File: src/rtl/id_ctrl_unit.sv
// ID-stage control: decodes opcode/funct into the ID/EX control register,
// detects load-use hazards and counts the bubbles they insert.
module id_ctrl_unit #(
  parameter int EXEC_BUS_WIDTH = 6,
  parameter int MEM_BUS_WIDTH  = 3,
  parameter int WB_BUS_WIDTH   = 2,
  parameter int REG_ADDR_W     = 5,
  parameter int CNT_W          = 16
) (
  input  logic                      clk,
  input  logic                      rst_n,
  input  logic                      i_valid,
  input  logic [31:0]               i_instr,
  input  logic                      i_flush,
  output logic                      o_stall,
  output logic                      o_valid,
  output logic [EXEC_BUS_WIDTH-1:0] o_execute_bus,
  output logic [MEM_BUS_WIDTH-1:0]  o_memory_bus,
  output logic [WB_BUS_WIDTH-1:0]   o_wb_bus,
  output logic                      o_mux_inst,
  output logic                      o_mux_branch,
  output logic                      o_jump_reg,
  output logic                      o_bne,
  output logic [2:0]                o_ldst_type,
  output logic [REG_ADDR_W-1:0]     o_dst_reg,
  output logic                      o_illegal,
  output logic [CNT_W-1:0]          o_stall_count
);

  localparam logic [5:0] OP_RTYPE = 6'b000000;
  localparam logic [5:0] OP_J     = 6'b000010;
  localparam logic [5:0] OP_JAL   = 6'b000011;
  localparam logic [5:0] OP_BEQ   = 6'b000100;
  localparam logic [5:0] OP_BNE   = 6'b000101;
  localparam logic [5:0] F_JR     = 6'b001000;
  localparam logic [5:0] F_JALR   = 6'b001001;

  logic [5:0]            opcode, funct;
  logic [REG_ADDR_W-1:0] rs, rt, rd;
  logic                  unused_shamt;

  assign opcode       = i_instr[31:26];
  assign funct        = i_instr[5:0];
  assign rs           = i_instr[25:21];
  assign rt           = i_instr[20:16];
  assign rd           = i_instr[15:11];
  assign unused_shamt = ^i_instr[10:6];

  logic [3:0]            alu_op;
  logic                  alu_src, reg_dst, mem_write, mem_read, branch;
  logic                  mem_to_reg, reg_write, mux_inst, mux_branch, jump_reg;
  logic                  is_bne, illegal, is_jal, uses_rs, uses_rt;
  logic [2:0]            ldst;
  logic [REG_ADDR_W-1:0] dst;

  always_comb begin
    alu_op     = 4'b0000;
    alu_src    = 1'b0;
    reg_dst    = 1'b0;
    mem_write  = 1'b0;
    mem_read   = 1'b0;
    branch     = 1'b0;
    mem_to_reg = 1'b0;
    reg_write  = 1'b0;
    mux_inst   = 1'b0;
    mux_branch = 1'b0;
    jump_reg   = 1'b0;
    is_bne     = 1'b0;
    ldst       = 3'b000;
    illegal    = 1'b0;
    is_jal     = 1'b0;
    uses_rs    = 1'b1;
    uses_rt    = 1'b0;
    case (opcode)
      OP_RTYPE: begin
        uses_rt   = 1'b1;
        reg_write = 1'b1;
        case (funct)
          6'b000000, 6'b000100: alu_op = 4'b0000;
          6'b000010, 6'b000110: alu_op = 4'b0001;
          6'b000011, 6'b000111: alu_op = 4'b0010;
          6'b100001: alu_op = 4'b0011;
          6'b100011: alu_op = 4'b1000;
          6'b100100: alu_op = 4'b0100;
          6'b100101: alu_op = 4'b0101;
          6'b100110: alu_op = 4'b0110;
          6'b100111: alu_op = 4'b0111;
          6'b101010: alu_op = 4'b1001;
          F_JR, F_JALR: begin
            mux_inst   = 1'b1;
            mux_branch = 1'b1;
            jump_reg   = 1'b1;
            reg_write  = funct[0];
          end
          default: begin
            illegal   = 1'b1;
            reg_write = 1'b0;
          end
        endcase
        // shift-by-immediate forms read only rt
        if (funct == 6'b000000 || funct == 6'b000010 || funct == 6'b000011)
          uses_rs = 1'b0;
      end
      OP_BEQ, OP_BNE: begin
        branch  = 1'b1;
        alu_op  = 4'b1000;
        is_bne  = opcode[0];
        uses_rt = 1'b1;
      end
      OP_J, OP_JAL: begin
        mux_inst   = 1'b1;
        mux_branch = 1'b1;
        uses_rs    = 1'b0;
        is_jal     = opcode[0];
        reg_write  = opcode[0];
      end
      6'b100000, 6'b100001, 6'b100011, 6'b100100, 6'b100101, 6'b100111: begin
        alu_op     = 4'b0011;
        alu_src    = 1'b1;
        reg_dst    = 1'b1;
        mem_read   = 1'b1;
        mem_to_reg = 1'b1;
        reg_write  = 1'b1;
        ldst       = opcode[2:0];
      end
      6'b101000, 6'b101001, 6'b101011: begin
        alu_op    = 4'b0011;
        alu_src   = 1'b1;
        mem_write = 1'b1;
        ldst      = opcode[2:0];
        uses_rt   = 1'b1;
      end
      6'b001000, 6'b001010, 6'b001100, 6'b001101, 6'b001110, 6'b001111: begin
        alu_src   = 1'b1;
        reg_dst   = 1'b1;
        reg_write = 1'b1;
        case (opcode[2:0])
          3'b000:  alu_op = 4'b0011;
          3'b010:  alu_op = 4'b1001;
          3'b100:  alu_op = 4'b0100;
          3'b101:  alu_op = 4'b0101;
          3'b110:  alu_op = 4'b0110;
          default: alu_op = 4'b1010;
        endcase
      end
      default: illegal = 1'b1;
    endcase
    if (illegal) alu_op = 4'b1111;
  end

  assign dst = !reg_write ? '0 : is_jal ? '1 : reg_dst ? rt : rd;

  // hazard looks at the load currently in ID/EX against this instruction's sources
  assign o_stall = i_valid & ~i_flush & o_valid & o_memory_bus[1] & (o_dst_reg != '0) &
                   (((o_dst_reg == rs) & uses_rs) | ((o_dst_reg == rt) & uses_rt));

  always_ff @(posedge clk or negedge rst_n) begin
    if (!rst_n) begin
      o_valid       <= 1'b0;
      o_execute_bus <= '0;
      o_memory_bus  <= '0;
      o_wb_bus      <= '0;
      o_mux_inst    <= 1'b0;
      o_mux_branch  <= 1'b0;
      o_jump_reg    <= 1'b0;
      o_bne         <= 1'b0;
      o_ldst_type   <= 3'b000;
      o_dst_reg     <= '0;
      o_illegal     <= 1'b0;
      o_stall_count <= '0;
    end else begin
      if (o_stall && o_stall_count != '1)
        o_stall_count <= o_stall_count + CNT_W'(1);
      if (i_flush || o_stall || !i_valid) begin
        o_valid       <= 1'b0;
        o_execute_bus <= '0;
        o_memory_bus  <= '0;
        o_wb_bus      <= '0;
        o_mux_inst    <= 1'b0;
        o_mux_branch  <= 1'b0;
        o_jump_reg    <= 1'b0;
        o_bne         <= 1'b0;
        o_ldst_type   <= 3'b000;
        o_dst_reg     <= '0;
        o_illegal     <= 1'b0;
      end else begin
        o_valid       <= 1'b1;
        o_execute_bus <= {reg_dst, alu_src, alu_op};
        o_memory_bus  <= {branch, mem_read, mem_write};
        o_wb_bus      <= {reg_write, mem_to_reg};
        o_mux_inst    <= mux_inst;
        o_mux_branch  <= mux_branch;
        o_jump_reg    <= jump_reg;
        o_bne         <= is_bne;
        o_ldst_type   <= ldst;
        o_dst_reg     <= dst;
        o_illegal     <= illegal;
      end
    end
  end

endmodule

File: config.mk
export PLATFORM = sky130hd
export DESIGN_NAME = id_ctrl_unit
export DESIGN_NICKNAME = d
export VERILOG_FILES = /design/src/rtl/id_ctrl_unit.sv
export SDC_FILE = /design/constraint.sdc
export NUM_CORES = 1
export LEC_CHECK = 0
export CORE_AREA = 10 10 77 95
export CTS_CLUSTER_SIZE = 10
export DETAILED_ROUTE_END_ITERATION = 10
export DIE_AREA = 0 0 87 105
export PLACE_DENSITY = 0.75
export SYNTH_ARGS = -nofsm -noshare
export SYNTH_HDL_FRONTEND = slang
export SYNTH_SLANG_ARGS = --single-unit
File: constraint.sdc
create_clock -name clk -period 2.1 [get_ports clk]
set_input_delay 0.525 -clock clk [delete_from_list [all_inputs] [get_ports clk]]
set_output_delay 0.525 -clock clk [all_outputs]
set_load 0.05 [all_outputs]
==> flow_summary_export.csv, run 1 <==
group,metric,value,unit
outcome,status,"finished, violations left",
outcome,violations,"negative setup slack",
sta,skew,0.00228,ns
synthesis,synth_fp_nets,269,
route,viasPerCell,5.47,
route,drt_iter0_drc,90,
floorplanning,core,5440,sq um
power,clkPwrFrac,0.315,
worst_hold_path,worstHoldPathType,"in2async",
sta,finalHoldViolations,0,
setup_path,crit_required,1.57,ns
synthesis,synthArstFlopShare,1.00,
power,p_sw,0.000474,W
sta,setup_viol,35,
setup_path,arrival,2.12,ns
setup_path,regToRegStartpoint,"o_dst_reg[2]",
floorplanning,rows,30,
synthesis,synth_seq_cells,39,
synthesis,synth_cell_type_count,46,
sta,fin_ws,-0.542,ns
route,vias,2372,
sta,tns,-4.47,ns
power,power.density,440,nW/um^2
sta,tightest_slew,0.569,ns
flow_run,max-cap-violations,0,
route,postRouteAntennaNets,0,
route,drcViolationCount,0,
sta,period_minus_slack,2.64,ns
global_routing,grtUsageTotal,0.154,
route,totalWireLength,7330,microns
cts,clockBufferDepth,2,
synthesis,netlist_area,2200,sq um
cts,cts_buffers,5,
setup_path,critPathLaunchType,"flip-flop",
setup_path,worstPathMaxFanout,2,
synthesis,synthFlopType,"dfrtp_1",
global_routing,grt_pass1_wl,11600,microns
floorplanning,fp.dieArea,9140,sq um
synthesis,synth.largest_area_cell,"dfrtp_1",
sta,relSlewSlack,0.621,
placed_design,hpwl,5390,microns
cts,cts_tree,"built",
synthesis,synth_edf_count,0,
power,ir_drop,0.282,mV
synthesis,synth-seq-area-share,0.443,
placed_design,io_buffers,72,
power,p_leak,1.83,nW
power,p_int,0.00120,W
power,total_power,0.00168,W
setup_path,worstRegToRegCells,9,
placed_design,place_congestion,0.874,
synthesis,syn_avg_cell_area,9.49,sq um
layout,areaGrowthSynthToFinish,73.2,%
cts,clk_latency,0.30,ns
setup_path,rrSetupSlack,-0.33,ns
synthesis,synth_top_area_frac,0.443,
sta,fmaxAchievable,379,MHz
synthesis,syn_inst,232,
layout,drive_gt1_frac,0.422,
cts,ctsHoldBuffers,0,
layout,n_antenna_cell,0,
cts,cts-root-buf,"clkbuf_8",
power,seqPwrFrac,0.458,
floorplanning,die_width,87,microns
layout,multiInputGateArea,1390,sq um
power,power.share.combinational,0.227,
layout,largest_reg_flops,16,
floorplanning,num_io_pins,78,
layout,fillers,388,
cts,cts.clk_slew.worst_paths,0.07,ns
sta,rsz0062_at_grt,"true",
placed_design,place_area,3390,sq um
layout,layout_commonest_cell,"buf_4",
setup_path,rr_endpoint,"o_memory_bus[0]",
setup_path,cp-end-kind,"output port",
power,swShare,0.282,
route,drt_first_pass_iters,4,
global_routing,grt_pass1_vias,2389,
layout,regArea,985,sq um
synthesis,yosys-top-cells-area,"dfrtp_1, xnor2_1, xor2_1",
global_routing,grt_max_degree,26,
cts,cts_max_level,2,
layout,fin_nets,406,
cts,cts.sinks,39,
sta,drv_slew,0,
synthesis,synth_warnings,0,
floorplanning,start_util,0.405,
route,avgRoutedWirePerCell,16.9,microns
global_routing,grt_overflow_total,0,
floorplanning,die_y,105,microns
sta,post-route-period-util,1.26,
setup_path,worstSetupPathType,"reg2out",
layout,final_cell_mix,"buf_4, dfrtp_1, clkdlybuf4s50_1",
global_routing,antenna_found_initial,0,
layout,fin_area,3810,sq um
power groups by stage:
stage | Combinational [W] | Clock (W) | Sequential (W)
2_1_floorplan | 0.000121 | 0 | 0.000822
3_3_place_gp | 0.000337 | 0 | 0.000781
3_5_place_dp | 0.000342 | 0 | 0.000782
4_1_cts | 0.000361 | 0.000530 | 0.000767
5_1_grt | 0.000407 | 0.000565 | 0.000768
6_report | 0.000381 | 0.000529 | 0.000767
routing by layer:
layer  up-vias  wire length (microns)  part of all wire  global-route usage
met1      1143                   2780              0.38               0.174
li1       1108                      -                 -                   -
met5         -                      0                 0                   0
met2        96                   3780              0.52               0.255
met4         0                    240             0.033              0.0719
met3        25                    528             0.072              0.0435
repair_timing:
item	CTS	global route
resized for setup	53	35
setup endpoints to repair	40	41
cloned	1	1
pin swaps	12	13
buffers inserted	5	5
critical path, cell delays in order, from the launching register on:
cell and delay [ns]:
dfrtp_2 0.40, or4_4 0.55, o2111a_1 0.29, buf_6 0.13, o2111ai_4 0.06, buf_6 0.14
o31ai_4 0.08, buf_12 0.16
worst max path at each step:
stage / startpoint / endpoint / slack [ns] / depth (start not counted)
2_1_floorplan: i_instr[3] / o_ldst_type[1] / -0.16 / 7
3_3_place_gp: i_instr[28] / o_stall_count[1] / -0.68 / 7
3_5_place_dp: i_instr[28] / o_stall_count[1] / -0.79 / 7
4_1_cts: o_dst_reg[3] / o_stall / -0.52 / 7
5_1_grt: o_dst_reg[2] / o_stall / -0.58 / 7
6_report: o_dst_reg[2] / o_stall / -0.54 / 7
cell usage after synthesis, types with 3 or more instances:
library cell,instances
dfrtp_1,39
buf_2,3
nor2_1,17
mux2_2,3
clkbuf_1,7
or3_1,3
a31oi_1,5
nand2_1,15
a21oi_1,17
nand3_1,8
mux2i_1,6
nand2b_1,8
xor2_1,11
and3_1,4
o21ai_0,4
a211oi_1,3
nand4_1,10
nor3_1,7
inv_1,7
xnor2_1,15
nor2b_1,6
cell families after synthesis:
group	Yosys count	synth area share
xor+xnor	26	0.103
compound gates	44	0.131
mux	9	0.0426
fa+ha+maj	1	0.00568
buf+inv	21	0.0409
flops	39	0.443
simple gates	92	0.234
final cells by class:
type / count / area share
Clock buffer: 7 / 0.0226
Clock inverter: 1 / 0.00131
Inverter: 8 / 0.00919
Multi-Input combinational cell: 173 / 0.364
Sequential cell: 39 / 0.258
Tap cell: 64 / 0.0210
Timing Repair Buffer: 142 / 0.324
through the flow:
step	setup WS (ns)	instances	util	hold slack (ns)
after floorplan	-0.162	232	-	0.229
after global placement	-0.681	415	0.622	0.472
after detailed placement	-0.786	415	0.622	0.486
after CTS	-0.516	429	0.668	0.229
after global routing	-0.580	434	0.701	0.250
final	-0.542	434	0.701	0.216
Note: power is estimated with default switching activity, not from simulation.
==> run 2, diff against run 1 <==
==> config.mk (replaced) <==
export PLATFORM = sky130hd
export DESIGN_NAME = id_ctrl_unit
export DESIGN_NICKNAME = d
export VERILOG_FILES = /design/src/rtl/id_ctrl_unit.sv
export SDC_FILE = /design/constraint.sdc
export NUM_CORES = 1
export LEC_CHECK = 0
export CELL_PAD_IN_SITES_DETAIL_PLACEMENT = 0
export CELL_PAD_IN_SITES_GLOBAL_PLACEMENT = 1
export CORE_AREA = 10 10 88 109
export CTS_CLUSTER_SIZE = 10
export DETAILED_ROUTE_END_ITERATION = 10
export DIE_AREA = 0 0 98 119
export PLACE_DENSITY_LB_ADDON = 0.1
export SYNTH_ARGS = -nofsm -noshare
export SYNTH_HDL_FRONTEND = slang
export SYNTH_SLANG_ARGS = --single-unit
==> run 2 against run 1 <==
The flow still finishes with violations (negative setup slack); hold slack improved by 0.062 ns; combinational power down 4%; critical endpoint unchanged; clock power fell by 0.8%; critical path type is now in2out; via count fell by 5.1%; die area is 28% higher; clock-buffer cell count did not move; maximum frequency up 6.4%; wire length decreased by 0.45%; sequential power is essentially flat.
==> flow_summary_export.csv, run 2 (synthesis results as in run 1) <==
group,metric,value,unit
outcome,status,"finished, violations left",
outcome,violations,"negative setup slack",
setup_path,crit_path_start,"i_valid",
cts,cts_tree,"built",
route,avgRoutedWirePerCell,15.3,microns
layout,n_antenna_cell,0,
sta,fin_ws,-0.384,ns
route,vias,2252,
layout,fin_area,3790,sq um
global_routing,grtUsageTotal,0.123,
setup_path,crit_required,1.57,ns
sta,tightest_slew,0.703,ns
layout,fin_nets,419,
setup_path,rr_endpoint,"o_ldst_type[1]",
setup_path,regToRegStartpoint,"o_dst_reg[1]",
setup_path,critPathCapture,"o_stall",
placed_design,dpl.cell_count,459,
setup_path,cp_slowest_cell,"clkdlybuf4s50_1",
route,viasPerCell,4.71,
setup_path,worstSetupPathType,"in2out",
sta,skew,0.00654,ns
worst_hold_path,worstHoldPathType,"in2async",
placed_design,io_buffers,72,
floorplanning,core,7610,sq um
route,drt_iter0_drc,39,
global_routing,antenna_found_initial,0,
flow_run,max-cap-violations,0,
floorplanning,start_util,0.289,
power,power.density,437,nW/um^2
route,postRouteAntennaNets,0,
setup_path,rrSetupSlack,-0.24,ns
setup_path,path_buf_inv,3,
sta,drv_slew,0,
setup_path,worstRegToRegCells,8,
floorplanning,num_io_pins,78,
placed_design,place_area,3500,sq um
cts,clockBufferDepth,2,
floorplanning,fp.dieArea,11700,sq um
route,drt_first_pass_iters,4,
layout,final_cell_mix,"buf_4, dfrtp_1, clkdlybuf4s50_1",
floorplanning,rows,36,
cts,ctsHoldBuffers,0,
route,totalWireLength,7300,microns
sta,tns,-4.00,ns
global_routing,grt_max_degree,31,
cts,clk_latency,0.29,ns
global_routing,grt_pass1_wl,12000,microns
power,p_leak,1.82,nW
layout,layout.cells.non_filler,478,
floorplanning,die_y,119,microns
setup_path,crit_family,"buffers and inverters",
global_routing,grt_pass1_vias,2475,
sta,post-route-period-util,1.18,
placed_design,hpwl,5890,microns
cts,cts_max_level,2,
global_routing,grt_overflow_total,0,
sta,finalHoldViolations,0,
setup_path,crit_chain,"clkdlybuf4s50_1, nor2b_2, buf_4, o2111ai_1, o31ai_4, buf_12",
setup_path,arrival,1.96,ns
setup_path,cp-end-kind,"output port",
sta,relSlewSlack,0.531,
setup_path,critPathLaunchType,"primary input",
sta,fmaxAchievable,403,MHz
layout,areaGrowthSynthToFinish,72.3,%
cts,cts_buffers,5,
sta,period_minus_slack,2.48,ns
sta,setup_viol,27,
cts,cts-root-buf,"clkbuf_8",
route,drcViolationCount,0,
setup_path,slowest_delay,0.45,ns
sta,rsz0062_at_grt,"true",
power,ir_drop,0.214,mV
placed_design,place_congestion,0.790,
layout,layout_commonest_cell,"buf_4",
power,total_power,0.00166,W
floorplanning,die_width,98,microns
cts,cts.clk_slew.worst_paths,0.07,ns
setup_path,crit_cells,6,
layout,largest_reg_flops,16,
cts,cts.sinks,39,
layout,drive_gt1_frac,0.446,
setup_path,worstPathMaxFanout,2,
## run 2: cell count changes in the layout (fill, tap and decap cells not counted), sizes merged
cell           before  now
dlymetal6s2s        9    1
a21boi              2    1
clkdlybuf4s50      28   19
buf                97  122
dlygate4sd2         5   12
clkdlybuf4s15       2    1
## run 2: area by class of cell
type,count,area (sq um)
fillers,750,3820
flip-flops and latches,39,985
clock inverters,1,5.00
repair buffers,156,1280
well taps,95,119
inverters,8,30.0
multi-input cells,172,1290
clock buffers,7,86.3
## run 2: through the flow
step	util	worst slack, ns	hold WS [ns]
floorplan	-	-0.162	0.229
global placement	0.459	-0.579	0.477
detailed placement	0.459	-0.631	0.496
CTS	0.487	-0.389	0.297
global route	0.499	-0.422	0.324
finish	0.499	-0.384	0.278
## run 2: how the worst min path moves through the flow
stage	cells after the start	end	slack [ns]
after global placement	1	o_stall_count[13]	0.48
after detailed placement	1	o_stall_count[15]	0.50
final	1	o_stall_count[3]	0.28
after CTS	1	o_stall_count[3]	0.30
after floorplan	0	o_bne	0.23
after global routing	1	o_stall_count[3]	0.32
## run 2: routing by layer
metal  part of all wire  global-route usage
met5                  0                   0
met4              0.017              0.0410
met3              0.041              0.0289
met2               0.54               0.232
met1               0.40               0.129
## run 2: timing repair
action	CTS	global route
endpoints found under the setup margin	39	40
gates cloned	1	0
pin swaps	13	4
resized for setup	50	16
setup buffers	6	5
endpoints found under the hold margin	0	0
## run 2: report_power, final
part,switching (W),internal (W)
combinational,0.000192,0.000174
sequential,0.00000559,0.000762
clock,0.000260,0.000265
==> run 3, diff against run 2 <==
==> constraint.sdc (replaced) <==
create_clock -name clk -period 2.2 [get_ports clk]
set_input_delay 0.55 -clock clk [delete_from_list [all_inputs] [get_ports clk]]
set_output_delay 0.55 -clock clk [all_outputs]
set_load 0.05 [all_outputs]
==> run 3 against run 2 <==
The flow still finishes with violations (negative setup slack); register-to-register slack better by 0.23 ns; sequential power fell by 4.6%; power increased by 0.29%; clock skew about the same; sequential share of layout area rose by 0.48 points; non-clock buffer count down 15; highest routed layer unchanged.
==> flow_summary_export.csv, run 3 (synthesis results as in run 1) <==
group,metric,value,unit
layout,n_antenna_cell,0,
outcome,status,"finished, violations left",
cts,cts.sinks,39,
placed_design,place_congestion,0.793,
cts,cts_tree,"built",
setup_path,critPathLaunchType,"primary input",
floorplanning,die_width,98,microns
flow_run,max-cap-violations,0,
layout,fin_nets,404,
layout,layout_commonest_cell,"buf_4",
placed_design,hpwl,5650,microns
layout,final_cell_mix,"buf_4, clkdlybuf4s50_1, dfrtp_1",
placed_design,dpl.cell_count,452,
outcome,violations,"negative setup slack",
cts,clk_latency,0.29,ns
layout,layout.cells.non_filler,463,
cts,cts_buffers,5,
setup_path,worstSetupPathType,"in2out",
setup_path,slowest_delay,0.49,ns
setup_path,path_buf_inv,3,
global_routing,grt_max_degree,16,
cts,clockBufferDepth,2,
floorplanning,core,7610,sq um
setup_path,crit_chain,"clkdlybuf4s50_1, nor2b_4, nor4_4, buf_4, o31ai_4, buf_12",
route,avgRoutedWirePerCell,14.8,microns
placed_design,io_buffers,72,
global_routing,grt_pass1_vias,2308,
sta,drv_slew,0,
setup_path,cp_slowest_cell,"clkdlybuf4s50_1",
sta,relSlewSlack,0.652,
global_routing,antenna_found_initial,0,
floorplanning,fp.dieArea,11700,sq um
layout,fillers,753,
layout,multiInputGateArea,1270,sq um
floorplanning,rows,36,
sta,fmaxAchievable,402,MHz
sta,fin_ws,-0.288,ns
setup_path,crit_family,"buffers and inverters",
setup_path,worstRegToRegCells,6,
sta,setup_viol,5,
route,totalWireLength,6860,microns
sta,rsz0062_at_grt,"true",
layout,regArea,985,sq um
floorplanning,num_io_pins,78,
route,drcViolationCount,0,
global_routing,grtUsageTotal,0.115,
floorplanning,start_util,0.289,
setup_path,crit_cells,6,
cts,cts.clk_slew.worst_paths,0.08,ns
setup_path,crit_required,1.65,ns
floorplanning,die_y,119,microns
route,postRouteAntennaNets,0,
layout,largest_reg_flops,16,
power,power.density,447,nW/um^2
sta,post-route-period-util,1.13,
sta,skew,0.00634,ns
sta,tightest_slew,0.520,ns
route,drt_iter0_drc,76,
power,p_leak,1.70,nW
sta,finalHoldViolations,0,
layout,drive_gt1_frac,0.340,
cts,ctsHoldBuffers,0,
global_routing,grt_pass1_wl,11300,microns
worst_hold_path,worstHoldPathType,"in2async",
cts,cts_max_level,2,
setup_path,worstPathMaxFanout,3,
global_routing,grt_overflow_total,0,
power,ir_drop,0.260,mV
cts,cts-root-buf,"clkbuf_8",
route,vias,2201,
sta,period_minus_slack,2.49,ns
layout,areaGrowthSynthToFinish,69.2,%
layout,final_util,0.489,
route,viasPerCell,4.75,
route,drt_first_pass_iters,4,
setup_path,arrival,1.94,ns
setup_path,cp-end-kind,"output port",
==> run 3: cell types whose count changed in the layout (fill, tap and decap cells not counted), sizes merged <==
cell	change
buf	-39
clkinv	-1
clkbuf	-1
clkdlybuf4s15	+1
bufinv	+1
clkdlybuf4s50	+22
dlygate4sd2	+2
==> run 3: where the power goes <==
part | total (W) | internal, W | switching [W] | leakage (nW)
registers | 0.000732 | 0.000727 | 0.00000512 | 0.527
logic | 0.000341 | 0.000162 | 0.000179 | 1.12
clock network | 0.000591 | 0.000340 | 0.000252 | 0.0524
==> run 3: layout make-up <==
type	count	area share
Clock buffer	7	0.0205
Clock inverter	1	0.00806
Inverter	8	0.00806
Multi-Input combinational cell	172	0.341
Sequential cell	39	0.264
Tap cell	95	0.0319
Timing Repair Buffer	141	0.326
==> run 3: path summary, 6_finish.rpt <==
| kind | from | endpoint | slack, ns |
|---|---|---|---|
| hold / removal | rst_n | o_stall_count[2] | 0.14 |
| max in group asynchronous | rst_n | o_dst_reg[4] | 1.54 |
| setup reg to reg | o_dst_reg[1] | o_ldst_type[1] | -0.01 |
| setup / recovery | i_instr[1] | o_stall | -0.29 |
| hold reg to reg | o_stall_count[15] | o_stall_count[15] | 0.49 |
| min in group clk | o_stall_count[15] | o_stall_count[15] | 0.49 |
==> run 3: repair_timing <==
action / 4_1_cts / 5_1_grt
gates resized for setup: 49 / 9
setup endpoints to repair: 39 / 22
pin swaps: 10 / 2
setup buffers: 3 / 0
==> run 3: routing by layer <==
metal | routed length, microns | global-route usage | up-vias
met5 | 0 | 0 | -
met4 | 91 | 0.0355 | 0
met3 | 335 | 0.0330 | 6
met2 | 3700 | 0.212 | 42
met1 | 2730 | 0.122 | 1052
li1 | - | - | 1101
==> run 3: through the flow <==
stage | cell area (sq um) | setup TNS (ns) | hold WS [ns] | power, W | setup slack (ns)
final | 3730 | -0.352 | 0.140 | 0.00166 | -0.288
after global routing | 3730 | -0.835 | 0.155 | 0.00173 | -0.336
after CTS | 3690 | -0.285 | 0.151 | 0.00168 | -0.285
after global placement | 3490 | -16.74 | 0.463 | 0.00108 | -0.590
after floorplan | 2270 | -0.491 | 0.254 | 0.000899 | -0.101
after detailed placement | 3490 | -17.63 | 0.471 | 0.00108 | -0.599
==> run 3: worst reg2reg max path: stages (launching register included) <==
cell and delay [ns]:
dfrtp_2 0.40, or4_4 0.54, o2111a_2 0.30, o2111ai_4 0.10, nand3_1 0.21, or4_4 0.48
nor2_1 0.12
